==> src/rtl/uart_pkg.sv <==
// Shared UART definitions: one-hot FSM state encoding, parity methods, frame data width.
package uart_pkg;

  typedef enum logic [4:0] {
    ST_IDLE   = 5'b00001,
    ST_START  = 5'b00010,
    ST_DATA   = 5'b00100,
    ST_PARITY = 5'b01000,
    ST_STOP   = 5'b10000
  } uart_state_e;

  localparam logic PARITY_EVEN = 1'b0;
  localparam logic PARITY_ODD  = 1'b1;

  localparam int unsigned DATA_BITS = 8;

  function automatic logic parity_of(input logic [DATA_BITS-1:0] data, input logic method);
    logic p;
    p = ^data;
    case (method)
      PARITY_EVEN: parity_of = p;
      PARITY_ODD:  parity_of = ~p;
      default:     parity_of = p;
    endcase
  endfunction

endpackage

==> src/rtl/uart_tx_fifo.sv <==
// Transmit byte FIFO: circular buffer with occupancy count; clear wins over write and pop.
module uart_tx_fifo
  import uart_pkg::*;
#(
  parameter int unsigned DEPTH = 16,
  parameter int unsigned PTR_W = 4
) (
  input  logic                 clk,
  input  logic                 rst,
  input  logic [DATA_BITS-1:0] i_data,
  input  logic                 i_wr,
  input  logic                 i_rd,
  input  logic                 i_clr,
  output logic [DATA_BITS-1:0] o_data,
  output logic                 o_full,
  output logic                 o_empty
);

  logic [DATA_BITS-1:0] r_mem [DEPTH];
  logic [PTR_W-1:0]     r_wr_ptr;
  logic [PTR_W-1:0]     r_rd_ptr;
  logic [PTR_W:0]       r_count;
  logic                 w_wr_ok;
  logic                 w_rd_ok;

  assign o_full  = (r_count == (PTR_W+1)'(DEPTH));
  assign o_empty = (r_count == '0);
  assign w_wr_ok = i_wr && !o_full && !i_clr;
  assign w_rd_ok = i_rd && !o_empty && !i_clr;
  assign o_data  = r_mem[r_rd_ptr];

  always_ff @(posedge clk or posedge rst) begin
    if (rst) begin
      r_wr_ptr <= '0;
      r_rd_ptr <= '0;
      r_count  <= '0;
    end else if (i_clr) begin
      r_wr_ptr <= '0;
      r_rd_ptr <= '0;
      r_count  <= '0;
    end else begin
      if (w_wr_ok) r_wr_ptr <= r_wr_ptr + 1'b1;
      if (w_rd_ok) r_rd_ptr <= r_rd_ptr + 1'b1;
      if (w_wr_ok && !w_rd_ok)      r_count <= r_count + 1'b1;
      else if (!w_wr_ok && w_rd_ok) r_count <= r_count - 1'b1;
    end
  end

  always_ff @(posedge clk) begin
    if (w_wr_ok) r_mem[r_wr_ptr] <= i_data;
  end

endmodule

==> src/rtl/uart_tx_core.sv <==
// UART transmitter: FIFO-buffered bytes serialised as start/data/[parity]/stop frames.
// Optional inter-frame gap enabled by defining UART_TX_INTERVAL_EN.
module uart_tx_core
  import uart_pkg::*;
#(
  parameter int unsigned DEPTH = 16,
  parameter int unsigned PTR_W = 4
) (
  input  logic       clk,
  input  logic       rst,
  input  logic [7:0] data_i,
  input  logic       n_we_i,
  input  logic       n_clr_i,
  output logic       p_full_o,
  output logic       p_empty_o,
  input  logic       BaudSig_i,
  input  logic       p_ParityEnable_i,
  input  logic       p_BigEnd_i,
  input  logic       ParityMethod_i,
`ifdef UART_TX_INTERVAL_EN
  input  logic [3:0] IntervalBits_i,
`endif
  output logic       Tx_o,
  output logic       p_busy_o,
  output logic [7:0] TxByteNum_o
);

  localparam logic [3:0] LAST_BIT = 4'(DATA_BITS);

  uart_state_e          r_state, w_state_nxt;
  logic [DATA_BITS-1:0] r_shift, w_shift_nxt;
  logic                 r_big, w_big_nxt;
  logic                 r_par_en, w_par_en_nxt;
  logic                 r_par_bit, w_par_bit_nxt;
  logic [3:0]           r_bit_cnt, w_bit_cnt_nxt;
  logic                 r_tx, w_tx_nxt;
  logic [7:0]           r_byte_num, w_byte_num_nxt;
  logic [DATA_BITS-1:0] w_fifo_data;
  logic                 w_full, w_empty;
  logic                 w_pop, w_load, w_avail;
  logic                 w_cur_bit;
  logic [DATA_BITS-1:0] w_shifted;
`ifdef UART_TX_INTERVAL_EN
  logic                 r_in_ivl, w_in_ivl_nxt;
  logic [3:0]           r_ivl_cnt, w_ivl_cnt_nxt;
`endif

  uart_tx_fifo #(.DEPTH(DEPTH), .PTR_W(PTR_W)) u_fifo (
    .clk     (clk),
    .rst     (rst),
    .i_data  (data_i),
    .i_wr    (!n_we_i),
    .i_rd    (w_pop),
    .i_clr   (!n_clr_i),
    .o_data  (w_fifo_data),
    .o_full  (w_full),
    .o_empty (w_empty)
  );

  // A clear in the same cycle as a pop opportunity must not start a frame from stale data.
  assign w_avail   = !w_empty && n_clr_i;
  assign w_cur_bit = r_big ? r_shift[DATA_BITS-1] : r_shift[0];
  assign w_shifted = r_big ? {r_shift[DATA_BITS-2:0], 1'b0} : {1'b0, r_shift[DATA_BITS-1:1]};

  always_comb begin
    w_state_nxt    = r_state;
    w_shift_nxt    = r_shift;
    w_big_nxt      = r_big;
    w_par_en_nxt   = r_par_en;
    w_par_bit_nxt  = r_par_bit;
    w_bit_cnt_nxt  = r_bit_cnt;
    w_tx_nxt       = r_tx;
    w_byte_num_nxt = r_byte_num;
    w_load         = 1'b0;
    w_pop          = 1'b0;
`ifdef UART_TX_INTERVAL_EN
    w_in_ivl_nxt   = r_in_ivl;
    w_ivl_cnt_nxt  = r_ivl_cnt;
`endif
    if (BaudSig_i) begin
      unique case (r_state)
        ST_IDLE: begin
`ifdef UART_TX_INTERVAL_EN
          // INTERVAL shares IDLE's encoding; r_in_ivl marks the inter-frame gap.
          if (r_in_ivl) begin
            if (r_ivl_cnt > 4'd1) begin
              w_ivl_cnt_nxt = r_ivl_cnt - 4'd1;
            end else begin
              w_in_ivl_nxt = 1'b0;
              if (w_avail) w_load = 1'b1;
            end
          end else
`endif
          if (w_avail) w_load = 1'b1;
        end
        ST_START: begin
          w_tx_nxt      = w_cur_bit;
          w_shift_nxt   = w_shifted;
          w_bit_cnt_nxt = 4'd1;
          w_state_nxt   = ST_DATA;
        end
        ST_DATA: begin
          if (r_bit_cnt < LAST_BIT) begin
            w_tx_nxt      = w_cur_bit;
            w_shift_nxt   = w_shifted;
            w_bit_cnt_nxt = r_bit_cnt + 4'd1;
          end else if (r_par_en) begin
            w_tx_nxt    = r_par_bit;
            w_state_nxt = ST_PARITY;
          end else begin
            w_tx_nxt    = 1'b1;
            w_state_nxt = ST_STOP;
          end
        end
        ST_PARITY: begin
          w_tx_nxt    = 1'b1;
          w_state_nxt = ST_STOP;
        end
        ST_STOP: begin
          w_byte_num_nxt = r_byte_num + 8'd1;
`ifdef UART_TX_INTERVAL_EN
          if (IntervalBits_i != '0) begin
            w_in_ivl_nxt  = 1'b1;
            w_ivl_cnt_nxt = IntervalBits_i;
            w_state_nxt   = ST_IDLE;
          end else
`endif
          if (w_avail) w_load = 1'b1;
          else         w_state_nxt = ST_IDLE;
        end
        default: begin
          w_tx_nxt    = 1'b1;
          w_state_nxt = ST_IDLE;
        end
      endcase
    end
    if (w_load) begin
      w_pop         = 1'b1;
      w_shift_nxt   = w_fifo_data;
      w_big_nxt     = p_BigEnd_i;
      w_par_en_nxt  = p_ParityEnable_i;
      w_par_bit_nxt = parity_of(w_fifo_data, ParityMethod_i);
      w_tx_nxt      = 1'b0;
      w_state_nxt   = ST_START;
    end
  end

  always_ff @(posedge clk or posedge rst) begin
    if (rst) begin
      r_state    <= ST_IDLE;
      r_shift    <= '0;
      r_big      <= 1'b0;
      r_par_en   <= 1'b0;
      r_par_bit  <= 1'b0;
      r_bit_cnt  <= '0;
      r_tx       <= 1'b1;
      r_byte_num <= '0;
`ifdef UART_TX_INTERVAL_EN
      r_in_ivl   <= 1'b0;
      r_ivl_cnt  <= '0;
`endif
    end else begin
      r_state    <= w_state_nxt;
      r_shift    <= w_shift_nxt;
      r_big      <= w_big_nxt;
      r_par_en   <= w_par_en_nxt;
      r_par_bit  <= w_par_bit_nxt;
      r_bit_cnt  <= w_bit_cnt_nxt;
      r_tx       <= w_tx_nxt;
      r_byte_num <= w_byte_num_nxt;
`ifdef UART_TX_INTERVAL_EN
      r_in_ivl   <= w_in_ivl_nxt;
      r_ivl_cnt  <= w_ivl_cnt_nxt;
`endif
    end
  end

  assign Tx_o        = r_tx;
  assign TxByteNum_o = r_byte_num;
  assign p_full_o    = w_full;
  assign p_empty_o   = w_empty;
`ifdef UART_TX_INTERVAL_EN
  assign p_busy_o    = (r_state != ST_IDLE) || r_in_ivl;
`else
  assign p_busy_o    = (r_state != ST_IDLE);
`endif

endmodule

==> config.mk <==
export PLATFORM = sky130hd
export DESIGN_NAME = uart_tx_core
export DESIGN_NICKNAME = d
export VERILOG_FILES = /design/src/rtl/uart_pkg.sv /design/src/rtl/uart_tx_fifo.sv /design/src/rtl/uart_tx_core.sv
export SDC_FILE = /design/constraint.sdc
export NUM_CORES = 1
export LEC_CHECK = 0
export ABC_CLOCK_PERIOD_IN_PS = 11400
export BUFFER_PORTS_ARGS = -buffer_cell sky130_fd_sc_hd__buf_2
export CAP_MARGIN = 5
export CORE_UTILIZATION = 55
export DETAILED_ROUTE_END_ITERATION = 12
export PLACE_DENSITY_LB_ADDON = 0.2
export SKIP_CTS_REPAIR_TIMING = 1
export SLEW_MARGIN = 0
export SYNTH_ARGS = -nofsm -noshare
export SYNTH_HDL_FRONTEND = slang
export SYNTH_SLANG_ARGS = --single-unit
==> constraint.sdc <==
create_clock -name clk -period 11.4 [get_ports clk]
set_clock_uncertainty 0.1 [all_clocks]
set_input_delay 0.57 -clock clk [delete_from_list [all_inputs] [get_ports clk]]
set_output_delay 0.57 -clock clk [all_outputs]
set_load 0.05 [all_outputs]
==> results by group <==
Outcome
  – Status: complete, no violations

Synth
  – Avg Cell Area, Syn: 16.24 µm²
  – Seq/Total Area, Yosys: 67.77%
  – Yosys cell types: 46
  – Syn_nets: 472
  – Ranking of synthesized cells by area: edfxtp_1 53%, dfrtp_1 14%, mux4_2 11%, nand2_1 1.9%, ha_1 1.7%
  – Syn Inst Count: 445
  – Post-synthesis register bit count: 170
  – Synth warn: 0
  – Async SR Flop Fraction: 24.71%
  – Top cell type's share of synthesized area: 53.19%
  – Number of synthesized flops with an enable pin: 128
  – Netlist Area Pre-Place: 7226 µm²
  – Largest area contributor in the netlist: edfxtp_1
  – Synth Flop Type: edfxtp_1

Worst setup path
  – Top cell by count, worst path: a21o_1
  – RR Startpoint: u_fifo.r_count[0]$_DFFE_PP0P_
  – Type of element launching the critical path: flip-flop
  – Worst setup EP type: flip-flop
  – WP data arrival: 4.03 ns
  – Worst Reg-to-Reg Cells: 10
  – R2R Setup Slk: 7.58 ns
  – Worst Path Buf+Inv: 0
  – Slowest stage delay, CP: 0.58 ns
  – Worst path required time: 11.61 ns
  – Family with the most delay on the worst path: simple AND/OR/NAND/NOR gates
  – CP Max Fanout: 18
  – Slowest CP cell: or4_1
  – R2r endpoint: u_fifo.r_count[4]$_DFFE_PP0P_
  – Crit Path Class: flip-flop to flip-flop
  – Crit-path cells: or4_1 > o211ai_1 > nand3b_1 > nand3_1 > fa_1 > a21o_1 > a21o_1 > or3_1 > and3_1 > o21a_1

Finish
  – # fillers: 956
  – Layout cells sized above 1: 21.81%
  – Diode count: 0
  – Fin nets: 502
  – Area growth syn-to-layout: 11.90%

STA
  – Final setup fails: 0
  – Final Critical Period: 3.821 ns
  – Fin Setup TNS: 0 ns
  – Slew HR: 32.49%
  – Final Hold Vio Count: 0
  – Slew Limit Fails: 0
  – RSZ-0062 raised after global routing: false
  – Final Cycle Share: 33.52%
  – Worst hold slack: 0.1674 ns
  – Final setup margin: 7.579 ns
  – Slew @ Worst Pin: 1.009 ns
  – Max Freq: 0.2617 GHz

Clocking
  – Inserted Clock Buffers: 17
  – CTS max path bufs: 2
  – CTS Sinks: 170
  – Clock transition at path regs: 0.06 ns
  – Clk_lat worst skew: 0.42 ns
  – H-tree depth: 4
  – TritonCTS clock tree: yes
  – Root Driver: clkbuf_16

Die
  – # IOs: 28
  – Die X: 116.6 µm
  – Initial Util: 56.80%
  – # rows: 41
  – CORE AREA: 12720 µm²
  – Die area: 13600 µm²
  – Die height: 116.6 µm

Place
  – Final GP Congestion: 0.7903
  – Final HPWL DP: 8695 µm
  – PortBufs: 27
  – Dpl ws: 7.569 ns

Detailed routing
  – Via density: 5.935
  – Via count: 3905
  – Drt wl/cell: 20.75 µm
  – Final WL: 13650 µm
  – Met3 WL: 617 µm
  – Met2 WL: 6753 µm
  – Top Metal Used: met4
  – Post-route DRC violation count: 0
  – Post-DRT Antenna Nets: 0
  – Met1 WL: 5975 µm
  – Pre-antenna DRT Iters: 4
  – DRT iter0 DRCs: 350

Pwr
  – P per Cell Area: 218.3 nW/µm²
  – Comb pwr share: 25.5%
  – Max VDD drop: 0.0001334 V
  – Switching power: 0.0005124 W
  – Sequential share of power: 43.8%
  – Clock power frac: 30.7%
  – Pleak: 2.885 nW
  – Net Sw Frac: 29.04%
  – Internal power: 0.001252 W

Global route
  – GRT Resource Usage Total: 22.54%
  – Largest net degree at the start of global routing: 43
  – Vias in the first global route: 3865
  – Antenna violations before repair: 0
  – Gr ovfl total: 0
  – First-pass GRT wire length: 21490 µm

Worst hold path
  – Worst hold-check path type: input pin to async pin

Job
  – Max-cap violations: 0
## registers in the layout, summed over array words and instances, names as in the netlist
signal	cells
u_fifo.r_rd_ptr	4
TxByteNum_o	8
u_fifo.r_wr_ptr	4
u_fifo.r_mem	128
u_fifo.r_count	5
r_bit_cnt	4
r_par_en	1
Tx_o	1
r_par_bit	1
r_state	5
r_shift	8
r_big	1
## power by group through the flow
stage                     Clock, W  Combinational [W]  Sequential, W
final                     0.000542           0.000450       0.000773
after global placement           0           0.000443       0.000780
after global routing      0.000575           0.000493       0.000779
after CTS                 0.000551           0.000457       0.000772
after detailed placement         0           0.000453       0.000784
after floorplan                  0           0.000368       0.000776
## cells in the final DEF (no fill, tap or decap), types with 4 or more instances in the layout
master,instances
a21oi_1,7
a22oi_1,6
and2_1,7
and3_1,5
buf_2,27
buf_4,4
clkbuf_16,17
dfrtp_1,39
edfxtp_1,128
ha_1,10
inv_1,6
mux2i_1,8
mux4_2,36
nand2_1,37
nand2b_1,4
nand3_1,15
nand4_1,5
nor2_1,29
nor2b_1,6
nor3_1,4
o21ai_0,7
o221ai_1,4
xnor2_1,14
xor2_1,6
## layer usage
layer,global-route usage (%),vias to the layer above
li1,-,1775
met1,29.33,1998
met2,36.73,114
met3,4.411,18
met4,10.97,0
met5,0,-
## logic make-up after synthesis
group,synth area share (%)
AOI/OAI and AO/OA,3.913
xor gates and xnor gates,3.359
adders and majority gates,2.009
buffers and inverters,1.783
DFF,67.77
muxes,12.64
and+or+nand+nor,8.519
## area by class of cell
| type | instances | area (µm²) | area share, % |
|---|---|---|---|
| Clock buffer | 18 | 429.2 | 5.308 |
| Clock inverter | 12 | 126.4 | 1.563 |
| Inverter | 7 | 26.28 | 0.3250 |
| Multi-Input combinational cell | 248 | 2225 | 27.51 |
| Sequential cell | 170 | 4898 | 60.59 |
| Tap cell | 172 | 215.2 | 2.662 |
| Timing Repair Buffer | 31 | 165.2 | 2.043 |
## tightest hold or removal path, delay by kind of cell
kind	cells	cell delay, ns
buf+inv	3	0.57
## stage by stage
stage               area, µm²  cells  power (W)  utilization (%)
finish                   8085    658   0.001765            63.55
global route             8085    658   0.001847            63.55
CTS                      8085    658   0.001780            63.55
detailed placement       7530    628   0.001236            59.19
global placement         7530    628   0.001224            59.19
floorplan                7226    445   0.001143                -
## synthesized netlist by cell type, types with 3 or more instances
master	number
buf_2	4
and3_1	5
a22oi_1	6
nor3_1	7
xnor3_1	3
mux4_2	36
xnor2_1	14
nand2b_1	4
buf_6	3
nand4_1	5
clkbuf_1	12
a21oi_1	7
inv_1	7
nor2b_1	6
o21a_1	3
a221o_1	3
ha_1	10
mux2i_1	8
o21ai_0	7
a21o_1	3
dfrtp_1	40
nor2_1	29
edfxtp_1	128
nand2_1	37
nand3_1	15
and2_1	7
xor2_1	6
nand3b_1	3
o221ai_1	4
## worst max-delay path by stage
stage	startpoint	end	slack, ns	cells past startpoint
5_1_grt	u_fifo.r_count[0]$_DFFE_PP0P_	u_fifo.r_count[4]$_DFFE_PP0P_	7.38	10
2_1_floorplan	u_fifo.r_count[0]$_DFFE_PP0P_	u_fifo.r_count[4]$_DFFE_PP0P_	7.64	11
3_3_place_gp	u_fifo.r_count[0]$_DFFE_PP0P_	u_fifo.r_count[4]$_DFFE_PP0P_	7.65	10
6_report	u_fifo.r_count[0]$_DFFE_PP0P_	u_fifo.r_count[4]$_DFFE_PP0P_	7.58	10
4_1_cts	u_fifo.r_count[0]$_DFFE_PP0P_	u_fifo.r_count[4]$_DFFE_PP0P_	7.57	10
3_5_place_dp	u_fifo.r_count[0]$_DFFE_PP0P_	u_fifo.r_count[4]$_DFFE_PP0P_	7.57	10
Note: power is estimated with default switching activity, not from simulation.
